[config.mk]
export PLATFORM = sky130hd
export DESIGN_NAME = divider_flat
export DESIGN_NICKNAME = d
export VERILOG_FILES = /design/src/rtl/divider_pkg.sv /design/src/rtl/divider_if.sv /design/src/rtl/divider_step.sv /design/src/rtl/divider.sv /design/src/flat_wrapper.sv
export SDC_FILE = /design/constraint.sdc
export NUM_CORES = 1
export LEC_CHECK = 0
export CAP_MARGIN = 20
export CORE_ASPECT_RATIO = 1.25
export CORE_UTILIZATION = 50
export CTS_CLUSTER_DIAMETER = 80
export CTS_CLUSTER_SIZE = 40
export DETAILED_ROUTE_END_ITERATION = 10
export DONT_BUFFER_PORTS = 1
export GPL_TIMING_DRIVEN = 0
export PLACE_DENSITY = 0.76
export SYNTH_ARGS = -nofsm -noshare
export SYNTH_HDL_FRONTEND = slang
export SYNTH_SLANG_ARGS = --single-unit
[constraint.sdc]
create_clock -name clk -period 2.5 [get_ports clk]
set_input_delay 0.25 -clock clk [delete_from_list [all_inputs] [get_ports clk]]
set_output_delay 0.25 -clock clk [all_outputs]
set_load 0.01 [all_outputs]
[src/rtl/divider_pkg.sv]
// Shared types and constants for the sequential signed divider.
package div_pkg;

    // Divisor / quotient / remainder width, dividend width, iteration count.
    localparam int DW   = 8;
    localparam int NW   = 16;
    localparam int ITER = 16;
    localparam int CW   = $clog2(ITER);

    // Largest quotient magnitudes representable in DW-bit two's complement.
    localparam logic [NW-1:0] QMAX_POS = NW'(127);
    localparam logic [NW-1:0] QMAX_NEG = NW'(128);

    typedef enum logic [1:0] {
        IDLE,
        CALC,
        FIX,
        DONE
    } state_t;

endpackage

[src/rtl/divider_if.sv]
// Start/done handshake and operand/result bundle of the divider.
interface divider_if;
    import div_pkg::*;

    logic          start;
    logic [NW-1:0] dividend;
    logic [DW-1:0] divisor;
    logic          busy;
    logic          done;
    logic [DW-1:0] quotient;
    logic [DW-1:0] remainder;
    logic          overflow;
    logic          div_by_zero;

    // Requester side: issues operands, observes results.
    modport master (
        output start, dividend, divisor,
        input  busy, done, quotient, remainder, overflow, div_by_zero
    );

    // Divider side.
    modport slave (
        input  start, dividend, divisor,
        output busy, done, quotient, remainder, overflow, div_by_zero
    );

endinterface

[src/rtl/divider_step.sv]
// One radix-2 restoring iteration on magnitudes.
module div_step
    import div_pkg::*;
(
    input  logic [DW:0] prem,
    input  logic        bit_in,
    input  logic [DW:0] dvs,
    output logic [DW:0] prem_next,
    output logic        q_bit
);

    logic [DW+1:0] shifted;

    // Shift in the next dividend bit, trial-subtract, restore on a negative result.
    always_comb begin
        // NOTE: every signal assigned in a combinational block gets a value on
        // every path, otherwise synthesis infers a latch to hold the old value.
        shifted   = {prem, bit_in};
        // The trial difference is non-negative exactly when shifted >= divisor.
        q_bit     = (shifted >= {1'b0, dvs});
        prem_next = q_bit ? (DW+1)'(shifted - {1'b0, dvs}) : shifted[DW:0];
    end

endmodule

[src/rtl/divider.sv]
// Sequential signed divider: 16-bit dividend / 8-bit divisor, fixed 17-edge latency.
module divider
    import div_pkg::*;
(
    input  logic      clk,
    input  logic      rst,
    divider_if.slave  bus
);

    state_t        state;
    state_t        next_state;
    logic          accept;

    logic [CW-1:0] count;
    logic          sign_q;
    logic          sign_r;
    logic          dbz_l;
    logic          dvd_top;   // bit 16 of |dividend|, set only for -32768
    logic [NW-1:0] dvd_sh;    // remaining dividend magnitude bits, MSB first
    logic [DW:0]   dvs_mag;
    logic [DW:0]   prem;
    logic [NW-1:0] quo_mag;

    logic [DW:0]   prem_next;
    logic          q_bit;

    logic [NW:0]   dvd_ext;
    logic [NW:0]   dvd_abs;
    logic [DW:0]   dvs_ext;
    logic [DW:0]   dvs_abs;

    logic          ovf_fix;
    logic [DW-1:0] quo_fix;
    logic [DW-1:0] rem_fix;

    assign accept = bus.start && (state == IDLE || state == DONE);

    div_step u_step (
        .prem      (prem),
        .bit_in    (dvd_sh[NW-1]),
        .dvs       (dvs_mag),
        .prem_next (prem_next),
        .q_bit     (q_bit)
    );

    // Operand magnitudes, one bit wider than the inputs so the most negative values fit.
    always_comb begin
        dvd_ext = {bus.dividend[NW-1], bus.dividend};
        dvd_abs = dvd_ext[NW] ? (~dvd_ext + 1'b1) : dvd_ext;
        dvs_ext = {bus.divisor[DW-1], bus.divisor};
        dvs_abs = dvs_ext[DW] ? (~dvs_ext + 1'b1) : dvs_ext;
    end

    // Sign fix and range check on the finished magnitudes.
    always_comb begin
        // A dividend of -32768 never reaches the 16 iterations, but any legal
        // divisor leaves its quotient magnitude at 256 or more, so it always overflows.
        ovf_fix = dvd_top || (sign_q ? (quo_mag > QMAX_NEG) : (quo_mag > QMAX_POS));
        quo_fix = sign_q ? (~quo_mag[DW-1:0] + 1'b1) : quo_mag[DW-1:0];
        rem_fix = sign_r ? (~prem[DW-1:0] + 1'b1)    : prem[DW-1:0];
    end

    // State register.
    always_ff @(posedge clk) begin
        // NOTE: sequential state uses non-blocking assignments so every register
        // samples the pre-edge values, independent of statement order.
        if (rst) state <= IDLE;
        else     state <= next_state;
    end

    // Next-state logic.
    always_comb begin
        next_state = state;
        unique case (state)
            IDLE: if (bus.start) next_state = CALC;
            CALC: if (count == CW'(ITER - 1)) next_state = FIX;
            FIX:  next_state = DONE;
            DONE: next_state = bus.start ? CALC : IDLE;
            default: next_state = IDLE;
        endcase
    end

    // Handshake outputs decoded from state.
    always_comb begin
        bus.busy = (state == CALC) || (state == FIX);
        bus.done = (state == DONE);
    end

    // Operand capture and iteration datapath.
    always_ff @(posedge clk) begin
        // NOTE: all datapath registers take the synchronous reset so an aborted
        // division leaves no stale partial state behind.
        if (rst) begin
            count   <= '0;
            sign_q  <= 1'b0;
            sign_r  <= 1'b0;
            dbz_l   <= 1'b0;
            dvd_top <= 1'b0;
            dvd_sh  <= '0;
            dvs_mag <= '0;
            prem    <= '0;
            quo_mag <= '0;
        end else if (accept) begin
            count   <= '0;
            sign_q  <= bus.dividend[NW-1] ^ bus.divisor[DW-1];
            sign_r  <= bus.dividend[NW-1];
            dbz_l   <= (bus.divisor == '0);
            dvd_top <= dvd_abs[NW];
            dvd_sh  <= dvd_abs[NW-1:0];
            dvs_mag <= dvs_abs;
            prem    <= '0;
            quo_mag <= '0;
        end else if (state == CALC) begin
            count   <= count + 1'b1;
            dvd_sh  <= {dvd_sh[NW-2:0], 1'b0};
            prem    <= prem_next;
            quo_mag <= {quo_mag[NW-2:0], q_bit};
        end
    end

    // Result registers, written on the edge that enters DONE and held otherwise.
    always_ff @(posedge clk) begin
        if (rst) begin
            bus.quotient    <= '0;
            bus.remainder   <= '0;
            bus.overflow    <= 1'b0;
            bus.div_by_zero <= 1'b0;
        end else if (state == FIX) begin
            if (dbz_l) begin
                bus.quotient    <= '0;
                bus.remainder   <= '0;
                bus.overflow    <= 1'b0;
                bus.div_by_zero <= 1'b1;
            end else if (ovf_fix) begin
                bus.quotient    <= '0;
                bus.remainder   <= '0;
                bus.overflow    <= 1'b1;
                bus.div_by_zero <= 1'b0;
            end else begin
                bus.quotient    <= quo_fix;
                bus.remainder   <= rem_fix;
                bus.overflow    <= 1'b0;
                bus.div_by_zero <= 1'b0;
            end
        end
    end

endmodule

[src/flat_wrapper.sv]
// flat-port wrapper written by rule: the top's interface ports become plain ports
module divider_flat import div_pkg::*;
  (clk, rst, bus_start, bus_dividend, bus_divisor, bus_busy, bus_done, bus_quotient, bus_remainder, bus_overflow, bus_div_by_zero);
  divider_if bus_i ();
  input  logic clk;
  input  logic rst;
  input wire logic [$bits(bus_i.start)-1:0] bus_start;
  input wire logic [$bits(bus_i.dividend)-1:0] bus_dividend;
  input wire logic [$bits(bus_i.divisor)-1:0] bus_divisor;
  output wire logic [$bits(bus_i.busy)-1:0] bus_busy;
  output wire logic [$bits(bus_i.done)-1:0] bus_done;
  output wire logic [$bits(bus_i.quotient)-1:0] bus_quotient;
  output wire logic [$bits(bus_i.remainder)-1:0] bus_remainder;
  output wire logic [$bits(bus_i.overflow)-1:0] bus_overflow;
  output wire logic [$bits(bus_i.div_by_zero)-1:0] bus_div_by_zero;
  assign bus_i.start = bus_start;
  assign bus_i.dividend = bus_dividend;
  assign bus_i.divisor = bus_divisor;
  assign bus_busy = bus_i.busy;
  assign bus_done = bus_i.done;
  assign bus_quotient = bus_i.quotient;
  assign bus_remainder = bus_i.remainder;
  assign bus_overflow = bus_i.overflow;
  assign bus_div_by_zero = bus_i.div_by_zero;
  divider u_core (.clk(clk), .rst(rst), .bus(bus_i));
endmodule
## Yosys cells after proc, flatten, opt, wreduce, memory -nomap -nowiden

Cells that the tools add are included.

- Flip-flop bits (word level): 78
- Bits of input ports: 27
- Word-level logic and storage cells: 62

- Add/sub/neg operators: 6
- Magnitude comparators: 3
- Eq/ne operators: 6
- Multiplexer cells: 19
- Bitwise operators: 5
- Reduce and logical (&&, ||, !) cells: 9

Operators with widths:

| kind | count |
|---|---|
| $mux 8 | 6 |
| $mux 16 | 2 |
| $mux 9 | 2 |
| $add 17x1->17 const B | 1 |
| $mux 17 | 1 |
| $not 17->17 | 1 |
| $add 8x1->8 const B | 2 |
| $gt 16x7->1 const B | 1 |
| $gt 16x8->1 const B | 1 |
| $not 8->8 | 2 |
| $ge 10x9->1 | 1 |
| $add 9x1->9 const B | 1 |
| $not 9->9 | 1 |
| $sub 9x9->9 | 1 |
| $logic_not 8->1 | 1 |
| $pmux 2 s4 | 1 |
| $mux 1 | 5 |
| $add 4x1->4 const B | 1 |
| $eq 2x2->1 const B | 2 |
| $eq 4x4->1 const B | 1 |
| $mux 2 | 2 |
| $logic_or 1x1->1 | 3 |
| $eq 2x1->1 const B | 1 |
| $logic_not 2->1 | 1 |
| other kinds (7) | 7 |

## Depth between registers and ports, before layout

- Word-level depth: 5
- Gate-level depth with buffers: 10
- Depth with buffers taken out: 10

## Hierarchy

Synthesis repeated with hierarchy kept, for this count alone.

- Cells, all modules: 505
- Area total of the unflattened synthesis: 4500.6 um2

Modules (own cells, without submodules):

| module | instances | cells an instance | area each (um2) | seq. area each (um2) |
|---|---|---|---|---|
| divider | 1 | 419 | 3827.4 | 1561.5 |
| div_step | 1 | 86 | 673.1 | 0.0 |

## Worst setup path before layout

Ideal clock, no wire load.

- Path type: register -> register
- Start: register u_core.dvd_sh[15]
- End: register u_core.prem[0]
- Library setup time: 70 ps
- Arrival time: 2098 ps
- Data required time: 2430 ps
- Slack: 332 ps
- Stages on the path, launching flop included: 11
- Path through: dfxtp_1 inv_1 ha_1 inv_1 fa_1 a211oi_1 o21ai_0 a22oi_2 nand2_2 mux2_2 o21ai_1

- Word-level cells in the longest chain between the ends: 2
- Elaborated cells on any way between the ends: 3
- Classes of those cells: add/sub: 1; order compare: 1; mux: 1

Ends and longest elaborated chain:

| element | RTL line | source |
|---|---|---|
| start: declaration | divider.sv:19 | `logic [NW-1:0] dvd_sh;` |
| start signal: assignment | divider.sv:109 | `dvd_sh <= dvd_abs[NW-1:0];` |
| start signal: assignment | divider.sv:115 | `dvd_sh <= {dvd_sh[NW-2:0], 1'b0};` |
| $sub 9x9->9 or $ge 10x9->1 (tied branches) | divider_step.sv:21, divider_step.sv:20 |  |
| $mux 9 * | divider_step.sv:21 | `prem_next = q_bit ? (DW+1)'(shifted - {1'b0, dvs}) : shifted[DW:0];` |
| end signal: assignment | divider.sv:116 | `prem <= prem_next;` |
| end: declaration | divider.sv:21 | `logic [DW:0] prem;` |

Mark *: on every way between the ends. The rest lies on a longest branch, timed or not.
A chain may end at the register's enable or synchronous reset.

## Worst setup path in the final report

Same ends and word-level chain as after synthesis.

==> metrics list <==
* Leakage power: 0.00179 uW
- Critical path's largest stage delay: 0.42 ns
- The post-synthesis compound-gate area fraction is 0.159.
- Number of maximum-capacitance violations: 0
- Die area: 8940 sq um
- Slowest CP cell: fa_1
* Global-route congestion overflow total: 0
- Switching power as a share of total power: 0.399
- Number of clock buffers inserted by TritonCTS: 9
- The first TritonRoute pass finished after 8 iterations.
* Vias in the first global route: 3353
- VDD sags by at most 0.532 mV.
- In the final layout, the share of cells above drive strength 1 is 0.0754.
* Type of the worst setup path: flip-flop to flip-flop
- The share of synthesized area in the top cell type comes to 0.365.
- The worst hold path was traced through 2 stages.
- Proportion of synthesized area in mux cells: 0.0844
- For flop-to-flop paths, the worst setup slack is 0.12 ns.
- Unrepaired setup endpoints after global routing: no
- STA puts the critical path data required time at 2.79 ns.
- The die is 84.8 microns wide.
- Hold buffer count at cts: 0
- Tightest Pin Transition: 0.723 ns
* Buffer type at the clock tree root: clkbuf_8
- Last weighted congestion value of the routability-driven placer: 0.971
* Gate power share: 0.500
* Final HPWL DP: 6.62 mm
- I/O pins: 47
* Placeable core area: 8290 sq um
* Number of flops mapped to enable cells by yosys: 0
- By area the synthesized netlist is led by dfxtp_1, mux2i_1, nor2_1, ha_1, xnor2_1.
- The detailed router placed 3403 vias in this run.
- For met2 alone, demand over resource in global routing was 0.379.
* Adder-cell share of the synthesized area: 0.0602
* Count of distinct cell types in the synthesized netlist: 47
- Class of the tightest hold or removal check: primary input to flip-flop
* WL per Instance: 14.4 microns
- The filler cells instantiated in the layout total 738.
- Wire length of the first global-routing pass: 14.9 mm
- Min Tclk post-route: 2.38 ns
- In this run the tightest slew margin relative to its limit is 0.518.
* Register bit count reported by yosys: 78
- The checks that failed: DRC.
- For met1 alone, demand over resource in global routing was 0.239.
- Final hold violation count: 0
- Post-synthesis share of cell area spent on xor and xnor gates: 0.0838
- The final layout contains routed wiring with a total length of 8.85 mm.
* Pin count of the biggest net entering global routing: 13
- Share of synthesized flip-flops with an asynchronous set or reset: 0
* Clock skew: 0.0123 ns
- For this configuration, the core starts out at a cell density of 0.517.
- The share of total power dissipated in the clock network is 0.192.
- Compared with the post-synthesis result, the final layout area differs by 8.41%.
- TritonCTS built the clock tree.
- Combinational family with the most area after synthesis: simple AND/OR/NAND/NOR gates
- Counting along the longest clock path gives a buffer depth of 2.
- Final number of max-transition violations: 0
* Net count after synthesis: 547
- Sink count of the clock tree: 78
- Worst setup slack before clock tree synthesis: 0.0326 ns
* Average instance area after synthesis: 8.57 sq um
- Total number of nets in the final design: 559
* Min-Delay Endpoint: u_core.dvd_sh[0]$_SDFFE_PP0P_
- For this run, the total global-route usage over all layers was measured as 0.209.
- After layout, the worst setup slack is 0.117 ns.
- Counting cells, the worst reg-to-reg path comes to 10.
- In this run the power spent charging and discharging nets is 2140 uW.
- Sequential cell area fraction in the yosys report: 0.365
* Maximum achievable frequency: 420 MHz
* 1st-iter DRT viols: 146
* Grt peak-use layer: met2
- Height of the die: 105 microns
* Most frequently used flop master after synthesis: dfxtp_1
* FP Rows: 37
- Total of endpoints with negative setup slack in the final report: 0
* Endpoint arrival time on the critical path: 2.67 ns
- Number of DRC violations after detailed routing: 2
- The signal on the critical path passes through inv_1 -> ha_1 -> inv_1 -> fa_1 -> a211oi_2 -> o21ai_1 -> a22oi_2 -> nand2_4 -> mux2_2 -> o21ai_1.
- The run finished, with violations left.
- Of the total synthesized cell area, the portion taken by AND, OR, NAND and NOR gates is 0.201.
- Cell-internal power: 3220 uW
* Setup TNS: 0 ns
- Of all cell types, the one taking the most synthesized area is dfxtp_1.
- Area of the mapped netlist: 4280 sq um
* Critical hold path startpoint: bus_dividend[0]
- Clock transition at path regs: 0.08 ns
- STA classifies the critical path endpoint as a flip-flop.
* Capture instance of the worst register-to-register path: u_core.prem[0]$_SDFFE_PP0P_
- Buffers added on ports: 0
* Number of instances in the synthesized netlist: 500
- The share of total power dissipated in sequential elements is 0.307.
- The number of antenna violations at the first check in global routing came to 0.
- The count of nets left with antenna violations once routing finished came out at 0.
* Power density over cell area: 1150 nW/um^2
* Clock H-tree levels: 3
- Type of origin of the critical path: flip-flop
- During synthesis, Yosys emitted a total of 0 warnings.
* Post-detailed-route via-to-cell ratio: 5.54
* Crit path max fanout: 10
* Antenna Cells: 0
* Fin crit share: 0.953
* Source-to-sink clock delay at the later pin of the worst-skew pair: 0.36 ns
- Reg-to-reg critical path startpoint: u_core.dvd_sh[15]$_SDFFE_PP0P_
* Met3 capacity usage during global routing: 0.0486
[worst max-delay path, delay by kind of cell (launching register included)]
kind	cells	cell delay, ns
AOI/OAI and AO/OA	4	0.78
adders and majority gates	2	0.60
buffers and inverters	2	0.15
DFF	1	0.32
muxes	1	0.32
and+or+nand+nor	1	0.16
[area by class of cell]
type                    count  area [sq um]  area share
plain buffers              29           130      0.0280
clock buffers              12           145      0.0313
clock inverters             4          70.1      0.0151
inverters                  20          75.1      0.0162
multi-input cells         373          2530       0.545
flip-flops and latches     78          1560       0.336
well taps                  97           121      0.0261
repair buffers              1          7.51     0.00162
[sequential cells by signal, summed over array words and instances, names as in the netlist]
name,flops
u_core.quo_mag,16
u_core.prem,9
u_core.count,4
u_core.dvd_top,1
u_core.dvs_mag,9
u_core.sign_r,1
u_core.bus.overflow,1
u_core.dbz_l,1
u_core.sign_q,1
u_core.dvd_sh,16
u_core.bus.div_by_zero,1
u_core.state,2
u_core.bus.quotient,8
u_core.bus.remainder,8
[repair_timing]
action                     CTS  global route
buffers inserted             0             1
resized for setup            0            10
setup endpoints to repair    0            29
[power groups by stage]
| stage | Clock [uW] | Sequential, uW | Combinational [uW] |
|---|---|---|---|
| 2_1_floorplan | 0 | 1620 | 2130 |
| 6_report | 1030 | 1650 | 2680 |
| 4_1_cts | 1040 | 1650 | 2570 |
| 3_3_place_gp | 0 | 1660 | 2510 |
| 3_5_place_dp | 0 | 1680 | 2550 |
| 5_1_grt | 1110 | 1680 | 2950 |
[logic make-up (layout without fill, tap and decap cells)]
kind of cell / after synthesis / count (layout)
and+or+nand+nor: 174 / 174
buffers and inverters: 49 / 66
xor gates and xnor gates: 41 / 41
DFF: 78 / 78
AOI/OAI and AO/OA: 102 / 102
adders and majority gates: 20 / 20
muxes: 36 / 36
[metrics by stage]
step | cells | utilization | hold WS, ns | cell area [sq um] | power, uW
6_report | 614 | 0.560 | 0.0281 | 4640 | 5360
5_1_grt | 614 | 0.560 | 0.0314 | 4640 | 5740
4_1_cts | 613 | 0.557 | 0.0197 | 4620 | 5260
3_5_place_dp | 597 | 0.531 | 0.393 | 4400 | 4230
3_3_place_gp | 597 | 0.531 | 0.391 | 4400 | 4170
2_1_floorplan | 500 | - | 0.386 | 4280 | 3750
[how the worst max path moves through the flow]
stage / startpoint / slack, ns / end / cells after the start
floorplan: u_core.dvd_sh[15]$_SDFFE_PP0P_ / 0.33 / u_core.prem[0]$_SDFFE_PP0P_ / 10
global placement: u_core.dvd_sh[15]$_SDFFE_PP0P_ / 0.03 / u_core.prem[0]$_SDFFE_PP0P_ / 10
detailed placement: u_core.dvd_sh[15]$_SDFFE_PP0P_ / 0.03 / u_core.prem[0]$_SDFFE_PP0P_ / 10
CTS: u_core.dvd_sh[15]$_SDFFE_PP0P_ / 0.01 / u_core.prem[0]$_SDFFE_PP0P_ / 10
global route: u_core.dvd_sh[15]$_SDFFE_PP0P_ / 0.02 / u_core.prem[0]$_SDFFE_PP0P_ / 10
finish: u_core.dvd_sh[15]$_SDFFE_PP0P_ / 0.12 / u_core.prem[0]$_SDFFE_PP0P_ / 10
[cells in the mapped netlist, types with 4 or more instances]
cell and count:
dfxtp_1 78, nor2_1 68, nand2_1 38, mux2i_1 35
a21oi_1 24, nor2b_1 24, clkbuf_1 23, xnor2_1 23
a211oi_1 21, inv_1 20, o21ai_0 20, ha_1 19
xor2_1 18, nand2b_1 11, a21oi_2 10, o31ai_1 6
nand3_1 4, nand3b_1 4, nand4_1 4, nor3_1 4
[cell usage in the layout, fill, tap and decap left out, drive strengths merged, types with 4 or more instances in the layout]
cell type / synthesis / routed
dfxtp: 78 / 78
ha: 19 / 19
nand3: 4 / 4
xor2: 18 / 18
o21ai: 21 / 21
nor2b: 24 / 24
a211oi: 21 / 21
xnor2: 23 / 23
nor3: 4 / 4
nand3b: 4 / 4
nand4: 4 / 4
o31ai: 6 / 6
nor4: 4 / 4
clkbuf: 23 / 35
nor2: 68 / 68
mux2i: 35 / 35
a21oi: 34 / 34
inv: 20 / 20
nand2b: 11 / 11
nand2: 39 / 39
buf: 6 / 7
[metal layers]
layer	up-vias	wire, microns
li1	1747	-
met4	0	130
met3	10	422
met5	-	0
met2	78	4430
met1	1568	3870
(Power assumes the default switching activity.)
